$ cat config.mk
export PLATFORM = sky130hd
export DESIGN_NAME = fetch_sequencer_flat
export DESIGN_NICKNAME = d
export VERILOG_FILES = /design/src/rtl/fetch_sequencer_if.sv /design/src/rtl/fetch_sequencer.sv /design/src/flat_wrapper.sv
export SDC_FILE = /design/constraint.sdc
export NUM_CORES = 1
export LEC_CHECK = 0
export CAP_MARGIN = 20
export CORE_UTILIZATION = 50
export DETAILED_ROUTE_END_ITERATION = 10
export PLACE_DENSITY = 0.87
export SLEW_MARGIN = 20
export SYNTH_ARGS = -nofsm -noshare
export SYNTH_HDL_FRONTEND = slang
export SYNTH_SLANG_ARGS = --single-unit
$ cat constraint.sdc
create_clock -name clk -period 2.33 [get_ports clk]
set_input_delay 0.233 -clock clk [delete_from_list [all_inputs] [get_ports clk]]
set_output_delay 0.233 -clock clk [all_outputs]
set_load 0.03 [all_outputs]
$ cat src/rtl/fetch_sequencer_if.sv
`default_nettype none
// +-----------------------------------------------------------------------------+
// | fetch_sequencer_if : shared memory read port and run/ok decode handshake      |
// | Rev 1.0                                                                     |
// +-----------------------------------------------------------------------------+
interface fetch_sequencer_if #(
    parameter int ADDR_W = 19
);
    logic [ADDR_W-1:0] mem_raddr;
    logic [7:0]        mem_rdata;
    logic [ADDR_W-1:0] dec_raddr;
    logic [7:0]        dec_rdata;
    logic [31:0]       instr;
    logic              run;
    logic              ok;
    logic [31:0]       pc_wdata;
    logic              pc_wren;
    logic              intr;

    modport master (
        output mem_raddr, input  mem_rdata,
        input  dec_raddr, output dec_rdata,
        output instr,     output run,      input ok,
        input  pc_wdata,  input  pc_wren,  input intr
    );

    modport slave (
        input  mem_raddr, output mem_rdata,
        output dec_raddr, input  dec_rdata,
        input  instr,     input  run,      output ok,
        output pc_wdata,  output pc_wren,  output intr
    );
endinterface
`default_nettype wire

$ cat src/rtl/fetch_sequencer.sv
`default_nettype none
// +-----------------------------------------------------------------------------+
// | fetch_sequencer : PC owner, byte-wise instruction fetch, run/ok sequencing  |
// | Rev 1.0                                                                     |
// +-----------------------------------------------------------------------------+
module fetch_sequencer #(
    parameter int          ADDR_W   = 19,
    parameter logic [31:0] PC_RESET = 32'h0,
    parameter logic [31:0] TRAP_VEC = 32'h80,
    parameter int          TIMEOUT  = 64
) (
    input  logic              clk,
    input  logic              rst_n,
    input  logic              enable,
    fetch_sequencer_if.master bus,
    output logic [31:0]       pc,
    output logic              busy,
    output logic              err,
    output logic [31:0]       retired
);
    localparam int                c_wdog_w    = $clog2(TIMEOUT);
    localparam logic [c_wdog_w-1:0] c_wdog_last = c_wdog_w'(TIMEOUT - 1);

    typedef enum logic [1:0] {
        S_IDLE  = 2'd0,
        S_FETCH = 2'd1,
        S_EXEC  = 2'd2,
        S_DONE  = 2'd3
    } state_t;

    state_t              r_state;
    state_t              w_state_next;
    logic [2:0]          r_k;
    logic [ADDR_W-1:0]   r_faddr;
    logic [31:0]         r_instr;
    logic [31:0]         r_pc;
    logic [31:0]         r_target;
    logic [31:0]         r_retired;
    logic                r_run;
    logic                r_err;
    logic                r_redirect;
    logic                r_trap;
    logic [c_wdog_w-1:0] r_wdog;
    logic                w_timeout;
    logic                w_trap;
    logic                w_redirect;
    logic [31:0]         w_target;

    assign w_timeout  = (r_wdog == c_wdog_last);
    // A redirect or interrupt arriving in the same cycle as ok still takes effect.
    assign w_trap     = r_trap | bus.intr;
    assign w_redirect = r_redirect | bus.pc_wren;
    assign w_target   = bus.pc_wren ? bus.pc_wdata : r_target;

    assign bus.mem_raddr = (r_state == S_EXEC) ? bus.dec_raddr : r_faddr;
    assign bus.dec_rdata = bus.mem_rdata;
    assign bus.instr     = r_instr;
    assign bus.run       = r_run;
    assign pc            = r_pc;
    assign busy          = (r_state != S_IDLE);
    assign err           = r_err;
    assign retired       = r_retired;

    always_ff @(posedge clk) begin
        if (!rst_n) r_state <= S_IDLE;
        else        r_state <= w_state_next;
    end

    always_comb begin
        w_state_next = r_state;
        case (r_state)
            S_IDLE:  if (enable) w_state_next = S_FETCH;
            S_FETCH: if (r_k == 3'd4) w_state_next = S_EXEC;
            S_EXEC:  if (bus.ok || w_timeout) w_state_next = S_DONE;
            S_DONE:  w_state_next = enable ? S_FETCH : S_IDLE;
            default: w_state_next = S_IDLE;
        endcase
    end

    always_ff @(posedge clk) begin
        if (!rst_n) begin
            r_k        <= 3'd0;
            r_faddr    <= '0;
            r_instr    <= 32'h0;
            r_pc       <= PC_RESET;
            r_target   <= 32'h0;
            r_retired  <= 32'h0;
            r_run      <= 1'b0;
            r_err      <= 1'b0;
            r_redirect <= 1'b0;
            r_trap     <= 1'b0;
            r_wdog     <= '0;
        end else begin
            case (r_state)
                S_IDLE: begin
                    if (enable) begin
                        r_faddr <= r_pc[ADDR_W-1:0];
                        r_k     <= 3'd0;
                    end
                end
                S_FETCH: begin
                    // Read data lags the address by one cycle, so step k lands byte k-1.
                    case (r_k)
                        3'd1:    r_instr[7:0]   <= bus.mem_rdata;
                        3'd2:    r_instr[15:8]  <= bus.mem_rdata;
                        3'd3:    r_instr[23:16] <= bus.mem_rdata;
                        3'd4:    r_instr[31:24] <= bus.mem_rdata;
                        default: ;
                    endcase
                    r_faddr <= r_faddr + 1'b1;
                    r_k     <= r_k + 3'd1;
                    if (r_k == 3'd4) begin
                        r_run  <= 1'b1;
                        r_wdog <= '0;
                    end
                end
                S_EXEC: begin
                    if (bus.pc_wren) begin
                        r_redirect <= 1'b1;
                        r_target   <= bus.pc_wdata;
                    end
                    if (bus.intr) r_trap <= 1'b1;
                    r_wdog <= r_wdog + 1'b1;
                    if (bus.ok) begin
                        r_run     <= 1'b0;
                        r_retired <= r_retired + 32'd1;
                        if (w_trap)          r_pc <= TRAP_VEC;
                        else if (w_redirect) r_pc <= w_target;
                        else                 r_pc <= r_pc + 32'd4;
                    end else if (w_timeout) begin
                        r_run <= 1'b0;
                        r_err <= 1'b1;
                        r_pc  <= TRAP_VEC;
                    end
                end
                S_DONE: begin
                    r_redirect <= 1'b0;
                    r_trap     <= 1'b0;
                    if (enable) begin
                        r_faddr <= r_pc[ADDR_W-1:0];
                        r_k     <= 3'd0;
                    end
                end
                default: ;
            endcase
        end
    end
endmodule
`default_nettype wire

$ cat src/flat_wrapper.sv
// flat-port wrapper written by rule: the top's interface ports become plain ports
module fetch_sequencer_flat 
#(
    parameter int          ADDR_W   = 19,
    parameter logic [31:0] PC_RESET = 32'h0,
    parameter logic [31:0] TRAP_VEC = 32'h80,
    parameter int          TIMEOUT  = 64
)
  (clk, rst_n, enable, pc, busy, err, retired, bus_mem_raddr, bus_mem_rdata, bus_dec_raddr, bus_dec_rdata, bus_instr, bus_run, bus_ok, bus_pc_wdata, bus_pc_wren, bus_intr);
  fetch_sequencer_if #(.ADDR_W(ADDR_W)) bus_i ();
  input  logic clk;
  input  logic rst_n;
  input  logic enable;
  output logic [31:0] pc;
  output logic busy;
  output logic err;
  output logic [31:0] retired;
  output wire logic [$bits(bus_i.mem_raddr)-1:0] bus_mem_raddr;
  input wire logic [$bits(bus_i.mem_rdata)-1:0] bus_mem_rdata;
  input wire logic [$bits(bus_i.dec_raddr)-1:0] bus_dec_raddr;
  output wire logic [$bits(bus_i.dec_rdata)-1:0] bus_dec_rdata;
  output wire logic [$bits(bus_i.instr)-1:0] bus_instr;
  output wire logic [$bits(bus_i.run)-1:0] bus_run;
  input wire logic [$bits(bus_i.ok)-1:0] bus_ok;
  input wire logic [$bits(bus_i.pc_wdata)-1:0] bus_pc_wdata;
  input wire logic [$bits(bus_i.pc_wren)-1:0] bus_pc_wren;
  input wire logic [$bits(bus_i.intr)-1:0] bus_intr;
  assign bus_mem_raddr = bus_i.mem_raddr;
  assign bus_i.mem_rdata = bus_mem_rdata;
  assign bus_i.dec_raddr = bus_dec_raddr;
  assign bus_dec_rdata = bus_i.dec_rdata;
  assign bus_instr = bus_i.instr;
  assign bus_run = bus_i.run;
  assign bus_i.ok = bus_ok;
  assign bus_i.pc_wdata = bus_pc_wdata;
  assign bus_i.pc_wren = bus_pc_wren;
  assign bus_i.intr = bus_intr;
  fetch_sequencer #(.ADDR_W(ADDR_W), .PC_RESET(PC_RESET), .TRAP_VEC(TRAP_VEC), .TIMEOUT(TIMEOUT)) u_core (.clk(clk), .rst_n(rst_n), .enable(enable), .bus(bus_i), .pc(pc), .busy(busy), .err(err), .retired(retired));
endmodule
==> key figures, run 1 <==
Synth
  • Synthesized area: 8432 sq um
  • Syn Inst Count: 1067
  • Seq/Total Area, Yosys: 0.3846
  • Asr flop ratio synth: 0
  • Synth Register Bits: 162
  • Cell variety after synth: between 70 and 80
  • Mapped Nets: around 1100
  • Syn Area/Cell: 7.902 sq um
  • Yosys warnings: 0
  • Most used DFF post-synth: dfxtp_1
  • Post-synth EDFFs: 0

Route
  • First DRT Iteration DRCs: ~690
  • Vias/cell: 5.872
  • Drt first pass iters: 5
  • Via count: 8661
  • Final WL: 24.52 mm
  • Drt wl/cell: 16.63 microns
  • Post-route ant nets: 0
  • DRC errors left: 0

CTS
  • Number of buffers created by CTS: 17
  • Htree depth: 4
  • Clock net sink count: 162
  • Clk pin slew, worst setup/hold paths: 0.07 ns
  • Total setup buffers inserted after CTS: 0
  • Clock Latency Late Sink: 0.43 ns
  • TritonCTS clock tree: built
  • Clock Tree Buf Depth: 2
  • CTS Hold Bufs: 0
  • Clock root cell: clkbuf_16

Floorplan
  • Die X: around 130 microns
  • Core area: 16520 sq um
  • Floorplan row count: 47
  • Die Height: between 100 and 150 microns
  • I/O pin count: 191
  • Die area: between 15000 and 20000 sq um
  • Initial Util: 0.5103

Critical path
  • Slowest stage cell, crit path: mux2_2
  • Crit path max fanout: 26
  • Cell Chain, Critical Path: inv_2, ha_4, buf_12, mux2_2, dlygate4sd2_1
  • CP bufs+invs: 3
  • Startpoint Class: register
  • Max incr delay on CP: 0.36 ns
  • Crit path capture type: output port
  • Critical path arrival: ~2.0 ns
  • WS Path Type: register to output port
  • Worst Path Required: 2.10 ns
  • Crit path max-delay family: buffers and inverters

Timing
  • Max-slew headroom: 0.6281
  • Setup TNS: 0 ns
  • Hold WS: ~0.34 ns
  • Fmax: roughly 0.44 GHz
  • Fin crit period: 2.247 ns
  • Pins Over Slew Limit: 0
  • Fin crit share: 0.9645
  • RSZ-0062 raised after global routing: no
  • Worst slew pin tran: 0.5572 ns
  • Worst Skew: 0.009431 ns
  • Final Hold Viols: 0
  • Setup-failing EPs final: 0

Power and ir drop
  • Flop pwr share: 0.357
  • Clock power frac: 0.317
  • Pwr/cell area: just over 800 nW/um^2
  • Gate power share: 0.326
  • Internal power: 5.887 mW
  • Psw: 3.254 mW
  • Static leakage: between 3 and 4 nW
  • Worst vdd ir: 628.6 uV
  • Switching part of the total: 0.3560

Flow run
  • Max-Cap Viols: 0

Placed design
  • Routability congestion estimate: 0.8850
  • Dpl hpwl: 17.46 mm
  • Cells after DPL: roughly 1400
  • I/O Buffers: 190

Run status
  • Status: finished, final reports clean

Global route
  • Grt ovf: 0
  • Pin count of the biggest net entering global routing: 106
  • Initial antenna violation count: 2
  • Global-route wire length before repair: 39.24 mm
  • Number of global-route vias before repair: just under 8000
  • GRT Total Usage: 0.2794

Final layout
  • Area growth syn-to-layout: 32.79%
  • Share of cells above drive strength 1: 0.09976
  • Final Net Count: 1319
  • Fin cells: around 1500

Worst hold path
  • Class of the worst hold path: input pin to register
-- worst paths after layout --
kind | from | to | slack, ns | cells after the start
worst max-delay path | u_core.r_state[0] | bus_mem_raddr[12] | 0.08 | 5
worst min-delay path | bus_pc_wren | u_core.r_redirect | 0.34 | 4
worst max register to register | u_core.pc[3] | u_core.pc[20] | 0.20 | 6
worst min register to register | u_core.r_target[17] | u_core.r_target[17] | 0.45 | 2
-- final cells by class --
| cell class | count | area [sq um] |
|---|---|---|
| antenna | 2 | 5.005 |
| clock buffer | 17 | 425.4 |
| clock inverter | 15 | 182.7 |
| fill | 1331 | 5328 |
| inverter | 26 | 100.1 |
| multi-input combinational | 803 | 4755 |
| sequential | 162 | 3243 |
| tap | 220 | 275.3 |
| timing repair buffer | 230 | 2211 |
-- worst reg2reg max path, stage by stage (launching register included) --
cell	delay, ns
dfxtp_1	0.47
ha_1	0.28
and3_1	0.31
nand2_1	0.12
or2_1	0.32
or4_1	0.49
nand3_1	0.10
-- through the flow --
stage,utilization,worst slack [ns],instance area [sq um],power [mW]
3_5_place_dp,0.6409,0.05600,10590,6.333
5_1_grt,0.6776,0.02809,11200,9.548
6_report,0.6776,0.08276,11200,9.141
2_1_floorplan,-,0.3112,8432,5.221
3_3_place_gp,0.6409,0.1415,10590,6.240
4_1_cts,0.6770,0.01116,11190,9.112
-- power groups by stage --
stage / sequential, mW / combinational [mW] / clock [mW]
detailed placement: 3.31 / 3.03 / 0
global route: 3.30 / 3.20 / 3.05
floorplan: 3.29 / 1.93 / 0
CTS: 3.25 / 2.94 / 2.92
global placement: 3.30 / 2.94 / 0
finish: 3.27 / 2.98 / 2.90
-- what timing repair did --
item / CTS / global route
endpoints found under the hold margin: 0 / 0
endpoints found under the setup margin: 19 / 23
gates resized for setup: 21 / 3
-- cells in the final DEF (no fill, tap or decap), types with 4 or more instances in the layout --
cell,instances
nand2_1,179
clkdlybuf4s50_1,170
dfxtp_1,162
a21oi_1,102
nor2_1,79
nand3_1,63
o21ai_0,54
buf_4,37
inv_1,24
mux2_2,24
xnor2_1,23
nor3_1,22
nand4_1,19
dlygate4sd2_1,19
clkbuf_16,17
mux2i_1,15
and3_1,14
a211oi_1,14
xor2_1,14
nor2b_1,13
nor4_1,12
a22oi_1,12
ha_1,12
and4_1,10
or3_1,9
a31oi_1,9
and2_1,8
nor3b_1,8
a311oi_1,7
o211ai_1,5
or4_1,5
a221oi_1,4
nand3b_1,4
a31o_2,4
clkinvlp_4,4
-- state kept, by name (all words and copies together) (netlist names) --
| register | count |
|---|---|
| u_core.retired | 32 |
| u_core.err | 1 |
| u_core.bus.instr | 32 |
| u_core.bus.run | 1 |
| u_core.r_trap | 1 |
| u_core.r_wdog | 6 |
| u_core.r_target | 32 |
| u_core.r_faddr | 19 |
| u_core.r_redirect | 1 |
| u_core.r_k | 3 |
| u_core.pc | 32 |
| u_core.r_state | 2 |
-- layer usage --
metal / vias to the layer above / GRT usage / share of wire
met3: 49 / 0.05536 / 0.080
met5: - / 0 / 0
met4: 0 / 0.1156 / 0.026
met1: 4073 / 0.3540 / 0.41
li1: 4138 / - / -
met2: 401 / 0.4641 / 0.48
-- cell families after synthesis --
group	after synthesis	share of synthesized area
simple gates	468	0.2747
compound gates	245	0.1778
flops	162	0.3846
buf+inv	102	0.05386
mux	39	0.04986
xor+xnor	37	0.03843
fa+ha+maj	14	0.02077
-- cell usage after synthesis (15+ instances only) --
| master | n | area share |
|---|---|---|
| buf_2 | 18 | 0.011 |
| mux2i_1 | 15 | 0.018 |
| nor2_1 | 80 | 0.036 |
| a21oi_1 | 102 | 0.061 |
| nor3_1 | 22 | 0.013 |
| o21ai_0 | 54 | 0.032 |
| dfxtp_1 | 162 | 0.38 |
| inv_1 | 25 | 0.011 |
| nand4_1 | 19 | 0.014 |
| mux2_2 | 24 | 0.032 |
| nand2_1 | 179 | 0.080 |
| clkbuf_1 | 42 | 0.019 |
| xnor2_1 | 23 | 0.024 |
| nand3_1 | 63 | 0.037 |
No activity file was read; power rests on OpenSTA's default activity.
==> run 2, diff against run 1 <==
--- a/config.mk
+++ b/config.mk
@@ -9,7 +9,8 @@
 export CORE_UTILIZATION = 50
 export DETAILED_ROUTE_END_ITERATION = 10
 export PLACE_DENSITY = 0.87
-export SLEW_MARGIN = 20
+export SKIP_CTS_REPAIR_TIMING = 1
+export SLEW_MARGIN = 10
 export SYNTH_ARGS = -nofsm -noshare
 export SYNTH_HDL_FRONTEND = slang
 export SYNTH_SLANG_ARGS = --single-unit
==> run 2 against run 1 <==
  * First-iteration DRC count decreased by 2.8%
  * Wire length up 0.87%
  * Clock power is essentially flat
  * Die area did not move
  * Power grew 0.96%
  * Count of clock-buffer cells in the layout did not move
  * Critical path depth up 2
  * Sequential share of layout area shrank 0.17 points
  * Worst setup slack better by 0.024 ns
  * Global-route usage is 0.058 points lower
  * Core utilization up 0.40 points
  * Flip-flop and latch count unchanged
  * Largest cell class unchanged
==> key figures, run 2 (synthesized netlist as in run 1, its figures left out) <==
Critical path
  • Critical path arrival: 2.54 ns (+0.53 ns)
  • Crit path capture type: register
  • Max incr delay on CP: 0.57 ns (+0.21 ns)
  • Startpoint Class: register
  • Worst Path Required: 2.65 ns (+0.55 ns)
  • Slowest stage cell, crit path: ha_1
  • Crit path max fanout: 13 (-50%)
  • WS Path Type: register to register
  • Cell Chain, Critical Path: inv_1, ha_1, nand2_1, nor3_1, buf_4, a211oi_1, a311oi_1

Route
  • DRC errors left: 0 (unchanged)
  • Post-route ant nets: 0 (unchanged)
  • Drt wl/cell: 16.78 microns (+0.94%)
  • First DRT Iteration DRCs: 667 (-2.8%)
  • Final WL: 24.74 mm (+0.87%)
  • Via count: 8679 (+0.21%)
  • Drt first pass iters: 5 (unchanged)
  • Vias/cell: 5.888 (+0.28%)

Flow run
  • Max-Cap Viols: 0 (unchanged)

Floorplan
  • Die area: 17390 sq um (unchanged)
  • Die Height: 131.9 microns (unchanged)
  • I/O pin count: 191 (unchanged)
  • Die X: 131.9 microns (unchanged)
  • Initial Util: 0.5103 (unchanged)
  • Core area: 16520 sq um (unchanged)
  • Floorplan row count: 47 (unchanged)

Placed design
  • I/O Buffers: 190 (unchanged)
  • Dpl hpwl: 17.46 mm (unchanged)
  • Routability congestion estimate: 0.8850 (unchanged)
  • Dpl cell area: 10590 sq um (unchanged)
  • Cells after DPL: 1441 (unchanged)

Global route
  • Global-route wire length before repair: 39.16 mm (-0.19%)
  • Global Route met2 Usage: 0.4644 (about the same)
  • Pin count of the biggest net entering global routing: 106 (unchanged)
  • Met1 usage in global routing: 0.3514 (-0.002667)
  • Global route hottest layer: met2
  • Initial antenna violation count: 1 (-1)
  • Number of global-route vias before repair: 7716 (+0.10%)
  • GR Util met3: 0.05613 (+0.0007689)
  • GRT Total Usage: 0.2788 (-0.0005816)
  • Grt ovf: 0 (unchanged)

CTS
  • Clk pin slew, worst setup/hold paths: 0.07 ns (about the same)
  • Clock root cell: clkbuf_16
  • Clock Latency Late Sink: 0.43 ns (about the same)
  • Clock Tree Buf Depth: 2 (unchanged)
  • Number of buffers created by CTS: 17 (unchanged)
  • Htree depth: 4 (unchanged)
  • Clock net sink count: 162 (unchanged)
  • TritonCTS clock tree: built

Final layout
  • Fin cells: 1474 (-0.068%)
  • Most frequent cells in the layout: nand2_1 (179), clkdlybuf4s50_1 (170), dfxtp_1 (162), a21oi_1 (102), nor2_1 (79)
  • Area growth syn-to-layout: 33.58%
  • Register area: 3243 sq um (unchanged)
  • Footprint of the multi-input gates: 4752 sq um (about the same)
  • Commonest non-fill, non-tap cell in the layout: nand2_1
  • Final Net Count: 1319 (unchanged)
  • Share of cells above drive strength 1: 0.09816 (-0.001596)
  • Layout fillers: 1312 (-1.4%)
  • Post-route cell area: 11260 sq um (+0.59%)

Power and ir drop
  • Pwr/cell area: 819.3 nW/um^2 (+0.36%)
  • Pwr Total: 9.228 mW (+0.96%)
  • Worst vdd ir: 627.6 uV (-0.16%)
  • Static leakage: 4.172 nW (+6.0%)

Timing
  • Worst slew pin tran: 0.5518 ns (-0.005398 ns)
  • Pins Over Slew Limit: 0 (unchanged)
  • Hold WS: 0.3450 ns (+0.005863 ns)
  • Fin crit period: 2.223 ns (-0.02416 ns)
  • Setup-failing EPs final: 0 (unchanged)
  • Worst Skew: 0.009738 ns (+0.0003078 ns)
  • Final Hold Viols: 0 (unchanged)
  • Fmax: 0.4498 GHz (+1.1%)
  • Fin crit share: 0.9541 (-0.01037)
  • Max-slew headroom: 0.6293 (+0.001277)

Worst hold path
  • Class of the worst hold path: input pin to register

Run status
  • Status: finished, final reports clean
run 2: critical path: cells and delay by family (launching register included):
family	cells	cell delay, ns
AOI/OAI and AO/OA	2	0.47
adders and majority gates	1	0.57
buffers and inverters	2	0.31
DFF	1	0.43
and+or+nand+nor	2	0.33
run 2: cell type report:
cell class / count / share of cell area
multi-input combinational: 803 / 0.4219
sequential: 162 / 0.2879
timing repair buffer: 230 / 0.2026
clock buffer: 17 / 0.03777
tap: 220 / 0.02444
clock inverter: 15 / 0.01622
inverter: 26 / 0.008887
antenna: 1 / 0.0002222
run 2: through the flow:
| step | setup slack (ns) | TNS [ns] | util |
|---|---|---|---|
| global placement | 0.1415 | 0 | 0.6409 |
| finish | 0.1069 | 0 | 0.6816 |
| floorplan | 0.3112 | 0 | - |
| CTS | -0.3593 | -6.372 | 0.6777 |
| detailed placement | 0.05600 | 0 | 0.6409 |
| global route | -0.1239 | -0.1253 | 0.6816 |
run 2: power by group:
part           internal, mW  leakage, nW  switching, mW
registers              3.00         1.31          0.264
logic                  1.27         2.58           1.79
clock network          1.69        0.286           1.21
total                  5.96         4.17           3.26
run 2: metal layers:
metal	vias up	part of all wire
met2	445	0.48
met3	59	0.079
met4	0	0.026
met5	-	0
met1	4030	0.41
li1	4145	-
run 2: worst paths after layout:
kind	start	end	slack [ns]	depth (start not counted)
setup / recovery	u_core.r_state[1]	u_core.r_faddr[7]	0.11	7
hold / removal	bus_pc_wren	u_core.r_redirect	0.34	4
setup reg to reg	u_core.r_state[1]	u_core.r_faddr[7]	0.11	7
hold reg to reg	u_core.r_target[17]	u_core.r_target[17]	0.45	2
==> run 3, diff against run 2 <==
--- a/config.mk
+++ b/config.mk
@@ -7,10 +7,11 @@
 export LEC_CHECK = 0
 export CAP_MARGIN = 20
 export CORE_UTILIZATION = 50
+export CTS_BUF_LIST = sky130_fd_sc_hd__clkbuf_2
 export DETAILED_ROUTE_END_ITERATION = 10
-export PLACE_DENSITY = 0.87
+export PLACE_DENSITY = 0.8
 export SKIP_CTS_REPAIR_TIMING = 1
-export SLEW_MARGIN = 10
+export SLEW_MARGIN = 20
 export SYNTH_ARGS = -nofsm -noshare
 export SYNTH_HDL_FRONTEND = slang
 export SYNTH_SLANG_ARGS = --single-unit
==> run 3 against run 2 <==
  * The run now ends with setup timing left
  * Non-clock buffer count grew 29
  * Die area is the same
  * Count of clock-buffer cells in the layout grew 1
  * Sequential share of layout area grew 0.096 points
  * Largest power group is now combinational logic
  * Via count grew 0.39%
  * Critical path depth shrank 1
  * Clock power shrank 49%
  * Maximum frequency shrank 5.4%
  * Worst setup slack lost 0.13 ns
  * Highest routed layer unchanged
  * First-iteration DRC count grew 14%
  * Largest cell class unchanged
  * Cell count grew 2.0%
==> key figures, run 3 (synthesized netlist as in run 1, its figures left out) <==
Power and ir drop
  • Pwr/cell area: 736.6 nW/um^2 (-10%)
  • Pwr Total: 8.288 mW (-10%)
  • Worst vdd ir: 574.0 uV (-8.5%)
  • Static leakage: 4.193 nW (+0.50%)

Timing
  • Hold WS: 0.02353 ns (-0.3214 ns)
  • Final Hold Viols: 0 (unchanged)
  • Pins Over Slew Limit: 0 (unchanged)
  • Worst slew pin tran: 0.6482 ns (+0.09642 ns)
  • Worst Skew: 0.03098 ns (+0.02124 ns)
  • Fin crit share: 1.008 (+0.05423)
  • Fin crit period: 2.349 ns (+0.1264 ns)
  • RSZ-0062 raised after global routing: yes
  • Worst setup margin: -0.01942 ns (-0.1264 ns)
  • Max-slew headroom: 0.5673 (-0.06204)
  • Setup-failing EPs final: 7 (+7)
  • Fmax: 0.4256 GHz (-5.4%)

Critical path
  • Worst Path Required: 2.10 ns (-0.55 ns)
  • WS Path Type: register to output port
  • Crit path max fanout: 5 (-8)
  • Crit path capture type: output port
  • Startpoint Class: register
  • R2R setup slack: 0.16 ns (+0.05 ns)
  • Critical path arrival: 2.12 ns (-0.42 ns)

Route
  • Via count: 8713 (+0.39%)
  • Post-route ant nets: 0 (unchanged)
  • Final WL: 24.62 mm (-0.48%)
  • First DRT Iteration DRCs: 759 (+14%)
  • DRC errors left: 0 (unchanged)
  • Drt first pass iters: 5 (unchanged)
  • Drt wl/cell: 16.38 microns (-2.4%)
  • Vias/cell: 5.797 (-1.5%)

Run status
  • Failing checks: setup timing
  • Status: complete, but fails checks

Placed design
  • Routability congestion estimate: 0.8620 (-2.6%)
  • Dpl cell area: 10600 sq um (+0.12%)
  • Place WS: 0.1485 ns (+0.09248 ns)
  • I/O Buffers: 190 (unchanged)
  • Cells after DPL: 1446 (+0.35%)
  • Dpl hpwl: 17.25 mm (-1.2%)

Global route
  • Global-route wire length before repair: 38.45 mm (-1.8%)
  • Global route hottest layer: met2
  • Global Route met2 Usage: 0.4462 (-0.01822)
  • Grt ovf: 0 (unchanged)
  • Pin count of the biggest net entering global routing: 133 (+25%)
  • GR Util met3: 0.04844 (-0.007689)
  • Number of global-route vias before repair: 7646 (-0.91%)
  • Met1 usage in global routing: 0.3656 (+0.01424)
  • Initial antenna violation count: 1 (unchanged)
  • GRT Total Usage: 0.2735 (-0.005273)

Floorplan
  • I/O pin count: 191 (unchanged)
  • Die Height: 131.9 microns (unchanged)
  • Floorplan row count: 47 (unchanged)
  • Core area: 16520 sq um (unchanged)
  • Die area: 17390 sq um (unchanged)
  • Die X: 131.9 microns (unchanged)
  • Initial Util: 0.5103 (unchanged)

CTS
  • Clock Tree Buf Depth: 2 (unchanged)
  • Clock net sink count: 162 (unchanged)
  • Htree depth: 4 (unchanged)
  • Clock Latency Late Sink: 0.76 ns (+0.33 ns)
  • Clk pin slew, worst setup/hold paths: 0.23 ns (+0.16 ns)
  • TritonCTS clock tree: built
  • Clock root cell: clkbuf_2
  • Number of buffers created by CTS: 17 (unchanged)

Final layout
  • Layout fillers: 1372 (+4.6%)
  • Share of cells above drive strength 1: 0.1271 (+0.02898)
  • Area growth syn-to-layout: 33.45%
  • Commonest non-fill, non-tap cell in the layout: nand2_1
  • Post-route cell area: 11250 sq um (-0.10%)
  • Most frequent cells in the layout: nand2_1 (179), dfxtp_1 (158), clkdlybuf4s50_1 (156), a21oi_1 (102), nor2_1 (79)
  • Final Net Count: 1348 (+2.2%)
  • Fin cells: 1503 (+2.0%)

Flow run
  • Max-Cap Viols: 0 (unchanged)

Worst hold path
  • Class of the worst hold path: input pin to register
[run 3: changes by cell type in the layout (fill, tap and decap cells not counted), sizes merged]
cell / before / now
buf: 41 / 76
clkdlybuf4s50: 170 / 156
dlygate4sd3: 0 / 11
dlymetal6s2s: 19 / 14
clkbuf: 17 / 20
bufinv: 3 / 1
clkinv: 5 / 6
[run 3: metal layers]
layer | wire length, microns | share of wire | vias to the layer above
met1 | 10650 | 0.43 | 4088
met5 | 0 | 0 | -
met4 | 580 | 0.024 | 0
met3 | 1695 | 0.069 | 56
met2 | 11690 | 0.47 | 381
li1 | - | - | 4188
[run 3: path summary, 6_finish.rpt]
check,depth (start not counted),to,from
worst max-delay path,6,bus_mem_raddr[1],u_core.r_state[0]
worst min-delay path,3,u_core.r_target[26],bus_pc_wdata[26]
worst max register to register,8,u_core.retired[30],u_core.r_state[0]
worst min register to register,2,u_core.r_target[31],u_core.r_target[31]
[run 3: power breakdown]
part / switching (mW) / leakage (nW) / internal, mW / total, mW
Combinational: 1.90 / 2.76 / 1.63 / 3.53
Clock: 1.06 / 0.125 / 0.403 / 1.47
Sequential: 0.279 / 1.31 / 3.01 / 3.29
Total: 3.24 / 4.19 / 5.04 / 8.29
[run 3: final cells by class]
cell class	instances	area (sq um)	area share
diodes	1	2.502	0.0002224
clock buffers	18	90.09	0.008006
clock inverters	14	133.9	0.01190
inverters	26	102.6	0.009118
multi-input cells	803	4817	0.4281
flip-flops and latches	162	3251	0.2889
well taps	220	275.3	0.02446
repair buffers	259	2580	0.2293
[run 3: metrics by stage]
stage	setup TNS, ns	util
2_1_floorplan	0	-
3_3_place_gp	0	0.6416
3_5_place_dp	0	0.6416
4_1_cts	-11.68	0.6552
5_1_grt	-1.124	0.6809
6_report	-0.06780	0.6809
[run 3: worst max-delay path: stages, from the launching register on]
cell and delay [ns]:
dfxtp_4 0.41, inv_4 0.07, ha_4 0.20, buf_4 0.14, clkbuf_16 0.12, mux2_4 0.29, buf_6 0.14
==> RTL edit: new RTL, flow settings as in run 2 <==
`TIMEOUT` is set to 64 in 2 places; all go to 128.
--- a/src/rtl/fetch_sequencer.sv
+++ b/src/rtl/fetch_sequencer.sv
@@ -8,5 +8,5 @@
     parameter logic [31:0] PC_RESET = 32'h0,
     parameter logic [31:0] TRAP_VEC = 32'h80,
-    parameter int          TIMEOUT  = 64
+    parameter int          TIMEOUT  = 128
 ) (
     input  logic              clk,
--- a/src/flat_wrapper.sv
+++ b/src/flat_wrapper.sv
@@ -5,5 +5,5 @@
     parameter logic [31:0] PC_RESET = 32'h0,
     parameter logic [31:0] TRAP_VEC = 32'h80,
-    parameter int          TIMEOUT  = 64
+    parameter int          TIMEOUT  = 128
 )
   (clk, rst_n, enable, pc, busy, err, retired, bus_mem_raddr, bus_mem_rdata, bus_dec_raddr, bus_dec_rdata, bus_instr, bus_run, bus_ok, bus_pc_wdata, bus_pc_wren, bus_intr);
Check against the original RTL: no difference found for any inputs over 10 cycles, from zero or initial values and one cycle with rst_n low; that may be too few to reach the edited logic, so the function may still have changed.
==> RTL edit against run 2 <==
- cell area increased by 1.4%
- power decreased by 0.15%
- synthesized area increased by 1.2%
- sequential cell count increased by 1
- cell count increased by 2.0%
- worst setup slack improved by 0.013 ns
- wire length increased by 6.6%
- largest cell class unchanged
- largest power group unchanged
==> RTL edit: results (changes against run 2) <==
* Outcome: complete, no violations (unchanged)
* Fill cell count at 1280 (was 1312)
* Synthesized Nets at 1164 (was 1146)
* CP Data Arrival Time at 2.53 ns (was 2.54 ns)
* Vias in the first global route at 8100 (was 7716)
* Largest net degree at the start of global routing at 56 (was 106)
* Crit Path Max Fanout at 19 (was 13)
* Clock Skews at 0.00823 ns (was 0.00974 ns)
* Register area share after synthesis at 0.382 (was 0.385)
* Syn. warnings at 0 (unchanged)
* Antenna diodes at 0 (was 1)
* Slew margin rel. at 0.403 (was 0.629)
* Initial DRC Count at 902 (was 667)
* # placed instances at 1471 (was 1441)
* RR Startpoint: u_core.r_state[0] (was u_core.r_state[1])
* Final period util at 0.949 (was 0.954)
* Syn_area_per_cell at 7.87 µm² (was 7.90 µm²)
* WL final at 26.4 mm (was 24.7 mm)
* Placer Congestion at 0.896 (was 0.885)
* Static leakage at 4.21 nW (was 4.17 nW)
* Global-route wire length before repair at 40.9 mm (was 39.2 mm)
* Place WS at 0.0965 ns (was 0.0560 ns)
* NumNets Final at 1350 (was 1319)
* Largest cells by area after synthesis: dfxtp_1 38%, nand2_1 9.0%, a21oi_1 6.1% (was dfxtp_1 38%, nand2_1 8.0%, a21oi_1 6.1%)
* Vias per Instance at 6.02 (was 5.89)
* All-Layer GR Usage at 0.288 (was 0.279)
* Core region area at 0.0166 mm² (was 0.0165 mm²)
* Initial antenna violation count at 0 (was 1)
* Hold_sp: bus_pc_wdata[13] (was bus_pc_wren)
* Post-synthesis cell type count at 69 (was 71)
* Placed standard-cell area at 0.0108 mm² (was 0.0106 mm²)
* TritonRoute pass-1 iters at 6 (was 5)
[RTL edit: kinds of logic after synthesis]
group	Yosys count	share of synthesized area
AND/OR/NAND/NOR	477	0.267
flip-flops	163	0.382
XOR/XNOR	34	0.0349
AO/OA/AOI/OAI	261	0.192
multiplexers	39	0.0487
buffers and inverters	97	0.0547
adder cells (fa/ha/maj)	14	0.0205
[RTL edit: power by group]
group,switching [mW],internal [mW],leakage [nW]
logic,1.90,1.28,2.62
clock network,1.22,1.58,0.282
registers,0.223,3.01,1.32
[RTL edit: layout make-up]
cell class	count	area, µm²	area share
timing repair buffer	244	2390	0.210
tap	220	275	0.0241
multi-input combinational	825	4820	0.422
clock inverter	12	121	0.0106
inverter	20	77.6	0.00679
clock buffer	20	467	0.0409
sequential	163	3260	0.286
[RTL edit: layer usage]
layer / track usage / wire [µm]
met1: 0.387 / 11100
met2: 0.454 / 12200
met3: 0.0490 / 2330
met4: 0.125 / 754
met5: 0 / 0
[RTL edit: path summary, 6_finish.rpt]
| kind | cells after the start | to |
|---|---|---|
| worst max-delay path | 8 | u_core.retired[19] |
| worst min-delay path | 3 | u_core.r_target[13] |
| worst max register to register | 8 | u_core.retired[19] |
| worst min register to register | 2 | u_core.r_target[13] |
[RTL edit: worst max-delay path, stage by stage (launching register included)]
cell     delay, ns
dfxtp_1       0.35
inv_2         0.12
ha_2          0.24
buf_12        0.18
nand3_1       0.15
or4_4         0.59
nor3_1        0.24
xnor2_1       0.17
nor2_1        0.05
